--- src/rtl/product_accumulator_pkg.sv ---
// Shared definitions for the product accumulator: default widths, FSM state
// type, saturation limits and the product sign-extension helper.
package mult_pkg;

  localparam int PROD_W_DEF = 64;
  localparam int ACC_W_DEF  = 72;
  localparam int CNT_W_DEF  = 16;

  typedef enum logic [1:0] {
    IDLE  = 2'd0,
    ACCUM = 2'd1,
    DRAIN = 2'd2
  } acc_state_e;

  localparam logic [63:0] SAT_POS = 64'h7FFF_FFFF_FFFF_FFFF;
  localparam logic [63:0] SAT_NEG = 64'h8000_0000_0000_0000;

  // Widen a signed product to accumulator width by replicating its sign bit.
  function automatic logic [ACC_W_DEF-1:0] sign_ext_prod(input logic [PROD_W_DEF-1:0] p);
    return {{(ACC_W_DEF-PROD_W_DEF){p[PROD_W_DEF-1]}}, p};
  endfunction

endpackage

--- src/rtl/product_accumulator_acc_saturate.sv ---
// Final-sum narrowing: checks whether the ACC_W accumulator value fits in a
// PROD_W signed result and produces either the wrapped low bits or, when
// PRODUCT_ACC_SAT_EN is defined, a clamped value. Purely combinational.
module acc_saturate
  import mult_pkg::*;
#(
  parameter int PROD_W = PROD_W_DEF,
  parameter int ACC_W  = ACC_W_DEF
) (
  input  logic [ACC_W-1:0]  acc_i,
  input  logic              acc_ovf_i,
`ifdef PRODUCT_ACC_SAT_EN
  input  logic              ovf_sign_i,
`endif
  output logic [PROD_W-1:0] sum_o,
  output logic              overflow_o
);

  // Bits from the result MSB upward; all equal means the value fits.
  logic [ACC_W-PROD_W:0] top_bits;
  logic                  in_range;
`ifdef PRODUCT_ACC_SAT_EN
  logic                  sat_neg;
`endif

  // Range check, overflow flag and clamp/wrap selection.
  always_comb begin
    top_bits   = acc_i[ACC_W-1:PROD_W-1];
    in_range   = (top_bits == '0) || (top_bits == '1);
    overflow_o = acc_ovf_i | ~in_range;
`ifdef PRODUCT_ACC_SAT_EN
    // A wrapped accumulator has an unreliable MSB, so the sign recorded at
    // the overflowing add decides the clamp direction instead.
    sat_neg = acc_ovf_i ? ovf_sign_i : acc_i[ACC_W-1];
    if (overflow_o) begin
      sum_o = sat_neg ? PROD_W'(SAT_NEG) : PROD_W'(SAT_POS);
    end else begin
      sum_o = acc_i[PROD_W-1:0];
    end
`else
    sum_o = acc_i[PROD_W-1:0];
`endif
  end

endmodule

--- src/rtl/product_accumulator.sv ---
// Product accumulator: sums a valid/ready stream of signed multiplier products
// into a guarded accumulator and emits one result per in_last-terminated
// stream with a beat count and overflow flag. Optional macro
// PRODUCT_ACC_SAT_EN clamps out-of-range results instead of wrapping.
module product_accumulator
  import mult_pkg::*;
#(
  parameter int PROD_W = PROD_W_DEF,
  parameter int ACC_W  = ACC_W_DEF,
  parameter int CNT_W  = CNT_W_DEF
) (
  input  logic              clk,
  input  logic              reset_n,
  input  logic              clear,
  input  logic              in_valid,
  output logic              in_ready,
  input  logic [PROD_W-1:0] in_product,
  input  logic              in_last,
  output logic              out_valid,
  input  logic              out_ready,
  output logic [PROD_W-1:0] out_sum,
  output logic [CNT_W-1:0]  out_count,
  output logic              out_overflow
);

  acc_state_e state_q, state_d;

  logic signed [ACC_W-1:0] acc_q, acc_d;
  logic signed [ACC_W-1:0] prod_ext;
  logic signed [ACC_W-1:0] sum_next;
  logic [CNT_W-1:0]        count_q, count_d, count_inc;
  logic                    acc_ovf_q, acc_ovf_d;
  logic                    add_ovf, acc_ovf_next;
`ifdef PRODUCT_ACC_SAT_EN
  logic                    ovf_sign_q, ovf_sign_d, ovf_sign_next;
`endif
  // Holds in_ready low while in reset and releases it on the first edge after.
  logic                    alive_q, alive_d;

  logic [PROD_W-1:0]       out_sum_q, out_sum_d;
  logic [CNT_W-1:0]        out_count_q, out_count_d;
  logic                    out_overflow_q, out_overflow_d;

  logic [PROD_W-1:0]       sat_sum;
  logic                    sat_ovf;
  logic                    accept;

  // Next accumulator value, add-overflow detection and saturating beat count.
  always_comb begin
    prod_ext     = sign_ext_prod(in_product);
    sum_next     = acc_q + prod_ext;
    add_ovf      = (acc_q[ACC_W-1] == prod_ext[ACC_W-1]) &&
                   (sum_next[ACC_W-1] != acc_q[ACC_W-1]);
    acc_ovf_next = acc_ovf_q | add_ovf;
`ifdef PRODUCT_ACC_SAT_EN
    ovf_sign_next = add_ovf ? acc_q[ACC_W-1] : ovf_sign_q;
`endif
    count_inc    = (&count_q) ? count_q : count_q + CNT_W'(1);
  end

  // The result is narrowed from the post-add value so it can be registered
  // on the same edge that accepts the last beat.
  acc_saturate #(
    .PROD_W (PROD_W),
    .ACC_W  (ACC_W)
  ) u_acc_saturate (
    .acc_i      (sum_next),
    .acc_ovf_i  (acc_ovf_next),
`ifdef PRODUCT_ACC_SAT_EN
    .ovf_sign_i (ovf_sign_next),
`endif
    .sum_o      (sat_sum),
    .overflow_o (sat_ovf)
  );

  assign in_ready     = alive_q && (state_q != DRAIN);
  assign out_valid    = (state_q == DRAIN);
  assign accept       = in_valid && in_ready;
  assign out_sum      = out_sum_q;
  assign out_count    = out_count_q;
  assign out_overflow = out_overflow_q;

  // FSM next state plus accumulator and result-register updates.
  always_comb begin
    state_d        = state_q;
    acc_d          = acc_q;
    count_d        = count_q;
    acc_ovf_d      = acc_ovf_q;
`ifdef PRODUCT_ACC_SAT_EN
    ovf_sign_d     = ovf_sign_q;
`endif
    alive_d        = 1'b1;
    out_sum_d      = out_sum_q;
    out_count_d    = out_count_q;
    out_overflow_d = out_overflow_q;

    if (clear) begin
      // Abort wins over everything; the last result stays visible.
      state_d   = IDLE;
      acc_d     = '0;
      count_d   = '0;
      acc_ovf_d = 1'b0;
`ifdef PRODUCT_ACC_SAT_EN
      ovf_sign_d = 1'b0;
`endif
    end else begin
      unique case (state_q)
        IDLE, ACCUM: begin
          if (accept) begin
            acc_d     = sum_next;
            count_d   = count_inc;
            acc_ovf_d = acc_ovf_next;
`ifdef PRODUCT_ACC_SAT_EN
            ovf_sign_d = ovf_sign_next;
`endif
            if (in_last) begin
              state_d        = DRAIN;
              out_sum_d      = sat_sum;
              out_count_d    = count_inc;
              out_overflow_d = sat_ovf;
            end else begin
              state_d = ACCUM;
            end
          end
        end
        DRAIN: begin
          if (out_ready) begin
            state_d   = IDLE;
            acc_d     = '0;
            count_d   = '0;
            acc_ovf_d = 1'b0;
`ifdef PRODUCT_ACC_SAT_EN
            ovf_sign_d = 1'b0;
`endif
          end
        end
        default: begin
          state_d = IDLE;
        end
      endcase
    end
  end

  // State, accumulator and result registers with asynchronous reset.
  always_ff @(posedge clk or negedge reset_n) begin
    if (!reset_n) begin
      state_q        <= IDLE;
      acc_q          <= '0;
      count_q        <= '0;
      acc_ovf_q      <= 1'b0;
`ifdef PRODUCT_ACC_SAT_EN
      ovf_sign_q     <= 1'b0;
`endif
      alive_q        <= 1'b0;
      out_sum_q      <= '0;
      out_count_q    <= '0;
      out_overflow_q <= 1'b0;
    end else begin
      state_q        <= state_d;
      acc_q          <= acc_d;
      count_q        <= count_d;
      acc_ovf_q      <= acc_ovf_d;
`ifdef PRODUCT_ACC_SAT_EN
      ovf_sign_q     <= ovf_sign_d;
`endif
      alive_q        <= alive_d;
      out_sum_q      <= out_sum_d;
      out_count_q    <= out_count_d;
      out_overflow_q <= out_overflow_d;
    end
  end

endmodule

--- config.mk ---
export PLATFORM = sky130hd
export DESIGN_NAME = product_accumulator
export DESIGN_NICKNAME = d
export VERILOG_FILES = /design/src/rtl/product_accumulator_pkg.sv /design/src/rtl/product_accumulator_acc_saturate.sv /design/src/rtl/product_accumulator.sv
export SDC_FILE = /design/constraint.sdc
export NUM_CORES = 1
export LEC_CHECK = 0
export BUFFER_PORTS_ARGS = -buffer_cell sky130_fd_sc_hd__buf_2
export CAP_MARGIN = 10
export CORE_UTILIZATION = 55
export DETAILED_ROUTE_END_ITERATION = 16
export GPL_TIMING_DRIVEN = 0
export HOLD_SLACK_MARGIN = 0.02
export PLACE_DENSITY_LB_ADDON = 0.25
export REMOVE_ABC_BUFFERS = 1
export SLEW_MARGIN = 10
export SYNTH_ARGS = -nofsm -noshare
export SYNTH_HDL_FRONTEND = slang
export SYNTH_SLANG_ARGS = --single-unit
export TNS_END_PERCENT = 100
--- constraint.sdc ---
create_clock -name clk -period 4.35 [get_ports clk]
set_input_delay 0 -clock clk [delete_from_list [all_inputs] [get_ports clk]]
set_output_delay 0 -clock clk [all_outputs]
set_load 0.02 [all_outputs]
* After elaboration in Yosys (flattened, before gate mapping)
Index checks and enable logic that the tools add are counted.
** Storage, ports and cells
- Word-level logic and storage cells :: 52
- Bits of input ports :: 70
- Register bits :: 173
- Output and inout bits :: 83
** Operators by class
- Mux-type cells :: 18
- Bitwise operators :: 4
- Reduce and logical (&&, ||, !) cells :: 12
- Add/subtract/negate cells :: 2
- Equality and inequality tests :: 8
** Operators by type and width (number)
- 2-to-1 mux 72 bit :: 3
- case mux 72 bit (2 select lines) :: 1
- adder 72 x 64 -> 72 bit :: 1
- 2-to-1 mux 16 bit :: 4
- case mux 16 bit (2 select lines) :: 1
- adder 16 x 1 -> 16 bit (second input constant) :: 1
- AND reduction 16 bit :: 1
- equality test 9 bit (second input constant) :: 1
- logical NOT 9 bit :: 1
- 2-to-1 mux 2 bit :: 4
- case mux 2 bit (2 select lines) :: 1
- AND reduction 4 bit :: 1
- logical AND 1 bit :: 3
- 2-to-1 mux 1 bit :: 3
- inequality test 3 x 2 -> 1 bit (second input constant) :: 1
- inequality test 3 bit (second input constant) :: 1
- AND reduction 3 bit :: 1
- nonzero test 3 bit :: 1
- equality test 2 x 1 -> 1 bit (second input constant) :: 1
- equality test 2 bit (second input constant) :: 1
- logical NOT 2 bit :: 1
- inequality test 2 bit (second input constant) :: 1
- inverter 1 bit :: 2
- bitwise OR 1 bit :: 2
- other kinds (6) :: 6

* Depth between registers and ports, before layout
Gate-level depths: netlist of the first run.
- Word-level depth :: 7
- Depth in mapped cells :: 15
- Mapped depth without buffers :: 15

* Modules after synthesis
Synthesis of the first run repeated with hierarchy kept, for this count alone.
** Unflattened totals
- Cell total of the unflattened synthesis :: 1212
- Area total of the unflattened synthesis :: 11777.5 um^2
** By module, submodules not included
- product_accumulator :: sequential area each 4329.2 um^2, area an instance 11247.0 um^2, cells each 1141, instances 1
- acc_saturate :: sequential area each 0.0 um^2, area an instance 530.5 um^2, cells each 71, instances 1

* Least setup slack after synthesis of the first run
No wires, ideal clock.
- Path kind :: flip-flop to flip-flop
- Start :: register acc_q[41]
- End :: register out_overflow_q (netlist: out_overflow)
- Clock period less this slack :: 3.308 ns
- Data required time :: 4.214 ns
- Path buffers :: 0
- Stages on the path, launching flop included :: 13
- Setup slack :: 1.042 ns
- Arrival time :: 3.172 ns
- Setup time :: 0.136 ns
- Cells stage by stage :: dfrtp_1 ha_1 a21o_1 a21o_1 a221o_1 a21o_1 a211o_1 o21a_1 a221oi_2 or4b_1 nor4_2 and4_1 a211oi_1
** On the way
- Word-level cells in the longest chain between the ends :: 5
- Elaborated cells on any way between the ends :: 9
- Classes of those cells :: add/sub (1); eq/ne (2); bitwise (3); reduce/logical (3)
** Ends and longest elaborated chain
- start, declared :: line product_accumulator.sv:28 : logic signed [ACC_W-1:0] acc_q, acc_d;
- start signal, assigned :: line product_accumulator.sv:148 : acc_q <= '0;
- start signal, assigned :: line product_accumulator.sv:160 : acc_q <= acc_d;
- adder 72 x 64 -> 72 bit (*) :: line product_accumulator.sv:51 : sum_next = acc_q + prod_ext;
- equality test 9 bit, or another cell as far along :: line product_accumulator_acc_saturate.sv:29 : in_range = (top_bits == '0) || (top_bits == '1);
- logical OR 1 bit or logical AND 1 bit (tied branches) :: line product_accumulator_acc_saturate.sv:29, product_accumulator.sv:52
- inverter 1 bit or bitwise OR 1 bit (tied branches) :: line product_accumulator_acc_saturate.sv:30, product_accumulator.sv:54
- bitwise OR 1 bit (*) :: line product_accumulator_acc_saturate.sv:30 : overflow_o = acc_ovf_i | ~in_range;
- end signal, assigned :: line product_accumulator.sv:169 : out_overflow_q <= out_overflow_d;
- end, declared :: line product_accumulator.sv:42 : logic out_overflow_q, out_overflow_d;
Mark *: on every way between the ends. The rest lies on a longest branch, timed or not.
A chain may end at the register's enable or synchronous reset.

* Final worst setup path of the first run
- Start :: register acc_q[31]
- End :: register out_overflow_q (netlist: out_overflow)
The elaborated chain is that of the path after synthesis.

==> results of run 1 <==
-- where the power goes --
part	switching [W]	internal, W	leakage [nW]	total, W
Clock	0.000756	0.000772	0.283	0.00153
Combinational	0.000955	0.000538	3.79	0.00149
Sequential	0.000115	0.00183	2.29	0.00194
-- worst min path at each step --
stage	cells after the start	endpoint	slack, ps	startpoint
floorplan	0	acc_ovf_q	-300	reset_n
global placement	2	state_q[0]	220	clear
detailed placement	1	out_sum[10]	30	reset_n
CTS	4	out_sum[1]	40	in_product[1]
global route	4	out_sum[1]	70	in_product[1]
finish	4	out_sum[1]	50	in_product[1]
-- synth_stat cells (25+ instances only) --
library cell and count:
a22o_1 58, a21o_1 27, xnor2_1 43, nor2_1 68, nand2_1 281, ha_1 72
xor2_1 35, inv_1 25, o21ai_0 121, clkbuf_1 47, a21oi_1 106, dfrtp_1 173
-- critical path: cells and delay by family, from the launching register on --
kind	cells	cell delay [ps]
adders and majority gates	1	450
and+or+nand+nor	6	1690
DFF	1	400
AOI/OAI and AO/OA	6	1360
-- routing by layer --
metal / wire (µm) / part of all wire (%) / vias up / track usage (%)
li1: - / - / 4980 / -
met1: 14100 / 49 / 4874 / 41.1
met2: 12800 / 44 / 302 / 44.4
met3: 1680 / 5.8 / 37 / 5.76
met4: 437 / 1.5 / 0 / 6.98
met5: 0 / 0 / - / 0
-- kinds of logic after synthesis --
logic type / synth area share, %
mux: 0.794
fa+ha+maj: 8.23
buf+inv: 3.04
xor+xnor: 6.11
compound gates: 24.1
simple gates: 19.0
other cells: 0.0335
flops: 38.7
-- registers in the layout, summed over array words and instances, names as in the netlist --
register      cells
out_overflow      1
acc_ovf_q         1
out_sum          64
count_q          16
acc_q            72
state_q           2
out_count        16
alive_q           1
-- through the flow --
stage,instances,power [W]
3_3_place_gp,1668,0.00340
5_1_grt,1720,0.00524
3_5_place_dp,1682,0.00345
6_report,1720,0.00496
4_1_cts,1719,0.00499
2_1_floorplan,1251,0.00296
-- cell type report --
cell class	instances	area (µm²)	area share, %
multi-input combinational	1053	6540	50.7
sequential	173	4330	33.5
timing repair buffer	171	1020	7.90
clock buffer	17	425	3.30
tap	265	332	2.57
clock inverter	15	164	1.27
inverter	25	93.8	0.727
antenna	1	2.50	0.0194
-- timing repair --
action | in CTS | in global routing
resized for setup | 0 | 0
hold buffers | 5 | 0
endpoints found under the hold margin | 84 | 0
==> key figures, run 1 <==
Outcome
  – Outcome: completed

Clock network
  – Number of setup buffers added after CTS: 0
  – Htree depth: 4
  – CTS tree: built
  – Root buf cell: clkbuf_16
  – Clock Path Buffers: 2
  – Clock Pin Slew Worst Setup and Hold Paths: 80 ps
  – Clock insertion delay at the later pin of the skew report: 430 ps
  – Sink Count: 173
  – TritonCTS Buffers: 17

Place
  – Placed Area: 12300 µm²
  – Port Buffer Count: 152
  – Post-place setup slack: 339 ps
  – DPL Wire Length: 21.6 mm
  – Placer congestion estimate: 0.967

STA
  – RSZ-0062 raised after global routing: false
  – WHS: 49.7 ps
  – Slew Viols, Final: 0
  – Worst setup margin: 327 ps
  – Final setup fails: 0
  – Period utilization: 92.5%
  – Setup TNS: 0 ps
  – Final Hold Fails: 0
  – Slew margin rel.: 39.2%
  – Tightest Pin Transition: 906 ps
  – Max Freq: 249 MHz
  – Layout Skew: 10.0 ps
  – Final worst path period need: 4020 ps

Power and ir drop
  – Max VDD drop: 0.000303 V
  – P_leak: 6.36 nW
  – Power Dens Cells: 384 nW/µm²

Setup path
  – Critical path endpoint category: register
  – R2R cell count: 13
  – Crit path from: acc_q[31]
  – Most frequent cell on the critical path: a211oi_1
  – Reg-to-reg endpoint: out_overflow
  – FF-to-FF setup slack: 330 ps
  – Setup CP Type: register to register
  – Largest stage delay on the critical path: 500 ps
  – FF-to-FF Start: acc_q[31]
  – CP endpoint: out_overflow
  – Crit path cell chain: ha_1 -> and4_4 -> nand4_1 -> nand3b_1 -> a211oi_1 -> o21a_1 -> a211o_1 -> o211ai_1 -> a221oi_2 -> or4b_1 -> nor4_2 -> and4_1 -> a211oi_1
  – WP data arrival: 4330 ps
  – WP data required: 4660 ps
  – Crit-path slowest cell: or4b_1
  – CP Max Fanout: 8
  – Startpoint Class: register

Synth
  – #FFs+latches synth: 173
  – Post-Syn Instances: 1313
  – Top-area cell type share of the netlist area: 38.7%
  – Yosys top cell by area: dfrtp_1
  – Register area share after synthesis: 38.7%
  – Asr flop ratio synth: 100%
  – Yosys warning total: 0
  – Syn Std Cell Area: 11200 µm²
  – Synth area leaders: dfrtp_1 (39%), nand2_1 (9.4%), ha_1 (8.1%)
  – Ys flop type: dfrtp_1
  – Syn Area/Cell: 8.52 µm²
  – Post-synth EDFFs: 0
  – Count of unique library cells instantiated by Yosys: 74

Die
  – Number of I/O pins: 153
  – Die Span X: 145 µm
  – Die footprint: 20900 µm²
  – Die height: 145 µm
  – Core Region: 19700 µm²
  – Initial Util: 56.7%
  – Row Count: 51

Drt
  – Vias/cell: 5.93
  – Wire length after detailed routing: 29.0 mm
  – Initial DRC count: 626
  – Post-route ant nets: 0
  – Wire per inst: 16.9 µm
  – Remaining DRCs: 0
  – 1st-pass router iterations: 5
  – Vias: 10193

Final layout
  – Layout cells sized above 1: 15.5%
  – Final Util: 65.5%
  – Most frequent cells in the layout: nand2_1 (280), dfrtp_1 (173), buf_2 (151)
  – Layout area overhead: 15.4%
  – Commonest non-fill, non-tap cell in the layout: nand2_1
  – Nets@finish: 1584
  – Fin area: 12900 µm²
  – FILL cells: 1730

Global routing
  – Congestion Overflow GR: 0
  – Vias in the first global route: 9523
  – First-pass GRT wire length: 47.4 mm
  – Largest net degree at the start of global routing: 95
  – Total GRT Usage: 28.7%
  – Initial antenna violation count: 1

Run
  – Number of max-cap violations: 0

Min path
  – Hold crit path type: primary input to register
No activity file was read; power rests on OpenSTA's default activity.
==> run 2: changes to the inputs <==
--- a/config.mk
+++ b/config.mk
@@ -5,7 +5,7 @@
 export SDC_FILE = /design/constraint.sdc
 export NUM_CORES = 1
 export LEC_CHECK = 0
-export BUFFER_PORTS_ARGS = -buffer_cell sky130_fd_sc_hd__buf_2
+export BUFFER_PORTS_ARGS = -buffer_cell sky130_fd_sc_hd__buf_4
 export CAP_MARGIN = 10
 export CORE_UTILIZATION = 55
 export DETAILED_ROUTE_END_ITERATION = 16
==> run 2 against run 1 <==
Net effect: design area is 3.0% higher; combinational power is 9% higher; first-iteration DRC count is 16% higher; total power is 4.0% higher; core utilization is 1.9 points higher; global-route usage is 1.1 points higher; clock power is 4% higher; clock-buffer cell count is 2 higher; setup slack worse by 140 ps; register-to-register slack worse by 140 ps.
==> key figures, run 2 (same netlist as run 1, synthesis figures left out) <==
Die
  – Number of I/O pins: 153 (unchanged)
  – Core Region: 19700 µm² (unchanged)
  – Initial Util: 56.7% (unchanged)
  – Die height: 145 µm (unchanged)
  – Die Span X: 145 µm (unchanged)
  – Die footprint: 20900 µm² (unchanged)
  – Row Count: 51 (unchanged)

Clock network
  – CTS tree: built
  – Post-CTS Resized: 0 (unchanged)
  – TritonCTS Buffers: 17 (unchanged)
  – Clock Path Buffers: 2 (unchanged)
  – Clock Pin Slew Worst Setup and Hold Paths: 70 ps (about the same)
  – Root buf cell: clkbuf_16
  – Htree depth: 4 (unchanged)
  – Clock insertion delay at the later pin of the skew report: 440 ps (about the same)
  – Sink Count: 173 (unchanged)

Drt
  – Initial DRC count: 724 (+16%)
  – Remaining DRCs: 0 (unchanged)
  – Vias: 10231 (+0.37%)
  – 1st-pass router iterations: 8 (+3)
  – Vias/cell: 5.96 (+0.49%)
  – Post-route ant nets: 0 (unchanged)
  – Wire length after detailed routing: 30.1 mm (+3.9%)
  – Wire per inst: 17.5 µm (+4.1%)

Setup path
  – WP data arrival: 4470 ps (+140 ps)
  – WP data required: 4660 ps (about the same)
  – FF-to-FF setup slack: 190 ps (-140 ps)
  – FF-to-FF Start: acc_q[31]
  – Setup CP Type: register to register
  – CP Max Fanout: 8 (unchanged)
  – Crit path from: acc_q[31]
  – Startpoint Class: register
  – Reg-to-reg endpoint: out_overflow
  – Critical path endpoint category: register
  – R2R cell count: 13 (unchanged)
  – CP endpoint: out_overflow

Power and ir drop
  – P_leak: 6.46 nW (+1.6%)
  – Power Dens Cells: 388 nW/µm² (+0.97%)
  – Max VDD drop: 0.000273 V (-9.7%)
  – Total power: 0.00516 W (+4.0%)

Min path
  – Hold path start: in_product[1]
  – Hold crit path type: primary input to register

STA
  – Final worst path period need: 4160 ps (+142 ps)
  – Final setup fails: 0 (unchanged)
  – Slew margin rel.: 48.3% (+9.1 points)
  – Final Hold Fails: 0 (unchanged)
  – Period utilization: 95.7% (+3.3 points)
  – Max Freq: 240 MHz (-3.4%)
  – Worst setup margin: 186 ps (-142 ps)
  – RSZ-0062 raised after global routing: false
  – WHS: 55.7 ps (+6.02 ps)
  – Setup TNS: 0 ps (unchanged)
  – Layout Skew: 14.0 ps (+3.94 ps)
  – Tightest Pin Transition: 771 ps (-136 ps)
  – Slew Viols, Final: 0 (unchanged)

Place
  – Placer congestion estimate: 0.973 (+0.63%)
  – DPL Wire Length: 22.0 mm (+1.8%)
  – Port Buffer Count: 152 (unchanged)
  – Post-place setup slack: 358 ps (+19.4 ps)

Outcome
  – Outcome: completed

Final layout
  – Max reg flops: 72 (unchanged)
  – Commonest non-fill, non-tap cell in the layout: nand2_1
  – Biggest register: acc_q
  – FILL cells: 1688 (-2.4%)
  – Layout area overhead: 18.8%
  – Register Area: 4330 µm² (unchanged)
  – Nets@finish: 1583 (-0.063%)
  – Area of the multi-input gates: 6540 µm² (about the same)
  – Ant diodes: 0 (-1)
  – Most frequent cells in the layout: nand2_1 (280), dfrtp_1 (173), buf_4 (154)
  – Final Util: 67.4% (+1.9 points)
  – Layout cells sized above 1: 15.5% (-0.058 points)

Global routing
  – Largest net degree at the start of global routing: 95 (unchanged)
  – Initial antenna violation count: 0 (-1)
  – Vias in the first global route: 9649 (+1.3%)
  – Congestion Overflow GR: 0 (unchanged)
  – Total GRT Usage: 29.8% (+1.1 points)
  – First-pass GRT wire length: 48.7 mm (+2.9%)

Run
  – Number of max-cap violations: 0 (unchanged)
-- run 2: cell count changes in the layout (fill, tap and decap cells not counted), moves of 2 or more --
cell	delta
clkbuf_8	+2
buf_4	+151
clkinv_8	-2
buf_2	-151
-- run 2: layer usage --
layer | share of wire (%) | global-route usage (%)
met3 | 7.2 | 6.79
met2 | 45 | 46.4
met5 | 0 | 0
met4 | 1.6 | 7.81
met1 | 46 | 41.7
-- run 2: how the worst min path moves through the flow --
stage	end	slack [ps]	depth (start not counted)
after floorplan	acc_ovf_q	-300	0
after global placement	state_q[0]	190	2
after detailed placement	out_sum[11]	30	1
after CTS	acc_q[1]	60	4
after global routing	acc_q[1]	90	4
final	acc_q[1]	60	4
-- run 2: cell type report --
type | instances | area share [%]
clock inverters | 13 | 1.13
well taps | 265 | 2.49
multi-input cells | 1053 | 49.2
flip-flops and latches | 173 | 32.6
clock buffers | 19 | 3.41
inverters | 25 | 0.706
repair buffers | 170 | 10.5
-- run 2: timing repair --
item                      CTS  global route
buffers inserted            0             0
hold buffers                5             0
hold endpoints to repair   84             0
-- run 2: power breakdown --
part           total (W)  switching [W]  leakage [nW]  internal, W
Combinational    0.00162       0.000966          3.88     0.000650
Sequential       0.00195       0.000123          2.29      0.00183
Clock            0.00159       0.000745         0.291     0.000848
Total            0.00516        0.00183          6.46      0.00332
-- run 2: critical path, cell delays in order, from the launching register on --
cell,delay [ps]
dfrtp_1,380
ha_1,460
and4_4,310
nand4_1,150
nand3b_1,300
a211oi_1,550
o21a_1,180
a211o_1,180
o211ai_1,120
a221oi_2,370
or4b_1,500
nor4_2,230
and4_1,230
a211oi_1,60
-- run 2: stage by stage --
| stage | instance area [µm²] | std cells |
|---|---|---|
| 2_1_floorplan | 10900 | 1251 |
| 3_3_place_gp | 12400 | 1668 |
| 3_5_place_dp | 12600 | 1681 |
| 4_1_cts | 13300 | 1718 |
| 5_1_grt | 13300 | 1718 |
| 6_report | 13300 | 1718 |
==> run 3: changes to the inputs <==
--- a/config.mk
+++ b/config.mk
@@ -6,12 +6,13 @@
 export NUM_CORES = 1
 export LEC_CHECK = 0
 export BUFFER_PORTS_ARGS = -buffer_cell sky130_fd_sc_hd__buf_4
-export CAP_MARGIN = 10
+export CAP_MARGIN = 40
 export CORE_UTILIZATION = 55
 export DETAILED_ROUTE_END_ITERATION = 16
 export GPL_TIMING_DRIVEN = 0
 export HOLD_SLACK_MARGIN = 0.02
 export PLACE_DENSITY_LB_ADDON = 0.25
+export RECOVER_POWER = 100
 export REMOVE_ABC_BUFFERS = 1
 export SLEW_MARGIN = 10
 export SYNTH_ARGS = -nofsm -noshare
==> run 3 against run 2 <==
Net effect: the run now ends with capacitance limit, slew limit left; first-iteration DRC count is 4.6% higher; final cell count barely moved; worst hold slack got worse by 3.2 ps; non-clock buffer count increased by 1; clock-buffer cell count down 1; design area down 3.1%; register-to-register slack is essentially flat; sequential power is essentially flat; critical path depth unchanged; flip-flop and latch count stayed put.
==> key figures, run 3 (same netlist as run 1, synthesis figures left out) <==
Clock network
  – Clock Pin Slew Worst Setup and Hold Paths: 70 ps (about the same)
  – Post-CTS Resized: 0 (unchanged)
  – CTS tree: built
  – Root buf cell: clkbuf_16
  – TritonCTS Buffers: 17 (unchanged)
  – Clock Path Buffers: 2 (unchanged)
  – Htree depth: 4 (unchanged)
  – Clock insertion delay at the later pin of the skew report: 440 ps (about the same)
  – Sink Count: 173 (unchanged)

Final layout
  – Layout area overhead: 15.2%
  – Biggest register: acc_q
  – Register Area: 4330 µm² (unchanged)
  – Final Util: 65.3% (-2.1 points)
  – Layout cells sized above 1: 9.08% (-6.4 points)
  – Area of the multi-input gates: 6500 µm² (-0.61%)
  – FILL cells: 1751 (+3.7%)
  – Nets@finish: 1584 (+0.063%)
  – Most frequent cells in the layout: nand2_1 (282), dfrtp_1 (173), o21ai_0 (121)
  – Ant diodes: 0 (unchanged)
  – Commonest non-fill, non-tap cell in the layout: nand2_1
  – Max reg flops: 72 (unchanged)

Setup path
  – Setup CP Type: register to register
  – Critical path endpoint category: register
  – CP Max Fanout: 7 (-1)
  – WP data arrival: 4490 ps (+20 ps)
  – Critical path's top delay family: compound AO/OA/AOI/OAI gates
  – Crit path cell chain: ha_1 -> nand2_1 -> or4_1 -> a2111oi_0 -> o31ai_1 -> nand3_2 -> a41o_1 -> a21oi_1 -> o21ba_1 -> xor2_1 -> nor4_2 -> and4_1 -> a211oi_1
  – Crit path buf inv count: 0 (unchanged)
  – Largest stage delay on the critical path: 570 ps (+20 ps)
  – Crit-path slowest cell: or4_1
  – Startpoint Class: register
  – WP data required: 4670 ps (about the same)

Die
  – Die height: 145 µm (unchanged)
  – Die Span X: 145 µm (unchanged)
  – Die footprint: 20900 µm² (unchanged)
  – Core Region: 19700 µm² (unchanged)
  – Row Count: 51 (unchanged)
  – Initial Util: 56.7% (unchanged)
  – Number of I/O pins: 153 (unchanged)

Global routing
  – Congestion Overflow GR: 0 (unchanged)
  – Vias in the first global route: 9689 (+0.41%)
  – Total GRT Usage: 30.0% (+0.15 points)
  – Initial antenna violation count: 0 (unchanged)
  – Largest net degree at the start of global routing: 95 (unchanged)
  – First-pass GRT wire length: 48.9 mm (+0.40%)

Place
  – Post-place setup slack: 358 ps (+0.0310 ps)
  – Placer congestion estimate: 0.973 (unchanged)
  – DPL Wire Length: 22.2 mm (+0.71%)
  – Port Buffer Count: 152 (unchanged)

Outcome
  – Failing checks: capacitance limit, slew limit
  – Outcome: complete, but fails checks

Run
  – Number of max-cap violations: 1 (+1)

STA
  – Slew Viols, Final: 80 (+80)
  – Layout Skew: 11.9 ps (-2.08 ps)
  – Worst setup margin: 181 ps (-4.62 ps)
  – Period utilization: 95.8% (+0.11 points)
  – Final Hold Fails: 0 (unchanged)
  – RSZ-0062 raised after global routing: false
  – Final setup fails: 0 (unchanged)
  – Slew margin rel.: -37.6% (-86 points)
  – Max Freq: 240 MHz (-0.11%)
  – Final worst path period need: 4170 ps (+4.62 ps)
  – Tightest Pin Transition: 2060 ps (+1290 ps)

Drt
  – Vias/cell: 5.97 (+0.32%)
  – Post-route ant nets: 0 (unchanged)
  – Remaining DRCs: 0 (unchanged)
  – Wire length after detailed routing: 30.4 mm (+1.0%)
  – 1st-pass router iterations: 6 (-2)
  – Wire per inst: 17.7 µm (+0.96%)
  – Vias: 10270 (+0.38%)
  – Initial DRC count: 757 (+4.6%)

Power and ir drop
  – P_leak: 6.09 nW (-5.7%)
  – Power Dens Cells: 383 nW/µm² (-1.4%)
  – Max VDD drop: 0.000373 V (+36%)
  – Total power: 0.00493 W (-4.4%)

Min path
  – Hold crit path type: primary input to register
==> run 3: cell count changes in the layout (fill, tap and decap cells not counted), moves of 3 or more <==
cell | before | now
and2_0 | 0 | 3
and2_1 | 7 | 4
buf_4 | 154 | 71
buf_8 | 5 | 2
clkbuf_1 | 0 | 87
==> run 3: what timing repair did <==
action,in CTS,in global routing
hold buffers,5,0
setup buffers,0,0
endpoints found under the hold margin,85,0
==> run 3: worst min-delay path, cell delays in order <==
cell and delay [ps]:
buf_4 120, inv_1 70, fa_1 180, o21ai_0 80
==> run 3: per-stage QoR <==
| step | setup TNS [ps] | hold WS [ps] | cell area (µm²) | instances |
|---|---|---|---|---|
| after floorplan | -388680 | -296 | 10900 | 1251 |
| after global placement | -1102920 | 194 | 12400 | 1668 |
| final | 0 | 52.6 | 12900 | 1719 |
| after CTS | 0 | 46.1 | 13300 | 1719 |
| after detailed placement | 0 | 29.0 | 12700 | 1682 |
| after global routing | 0 | 87.9 | 12900 | 1719 |
==> run 3: final cells by class <==
class	count	share of cell area, %
flip-flops and latches	173	33.6
clock inverters	14	0.991
multi-input cells	1053	50.5
repair buffers	171	8.22
clock buffers	18	3.41
well taps	265	2.57
inverters	25	0.728
==> run 3: routing by layer <==
| metal | global-route usage [%] | vias up | wire length, µm |
|---|---|---|---|
| met5 | 0 | - | 0 |
| met4 | 7.70 | 0 | 491 |
| met3 | 7.09 | 39 | 1970 |
| met2 | 46.4 | 345 | 13600 |
| met1 | 41.9 | 4924 | 14400 |
| li1 | - | 4962 | - |
==> run 3: path summary, 6_finish.rpt <==
path / from / endpoint / slack (ps) / depth (start not counted)
max: acc_q[17] / out_overflow / 180 / 13
min in group asynchronous: reset_n / out_sum[11] / 660 / 2
max in group asynchronous: reset_n / out_sum[58] / 2400 / 3
min: in_product[1] / out_sum[1] / 50 / 4
min reg2reg: out_sum[29] / out_sum[29] / 470 / 2
max reg2reg: acc_q[17] / out_overflow / 180 / 13
==> run 3: power breakdown <==
group | switching (W) | internal (W)
registers | 0.000119 | 0.00183
logic | 0.000966 | 0.000505
clock network | 0.000744 | 0.000772
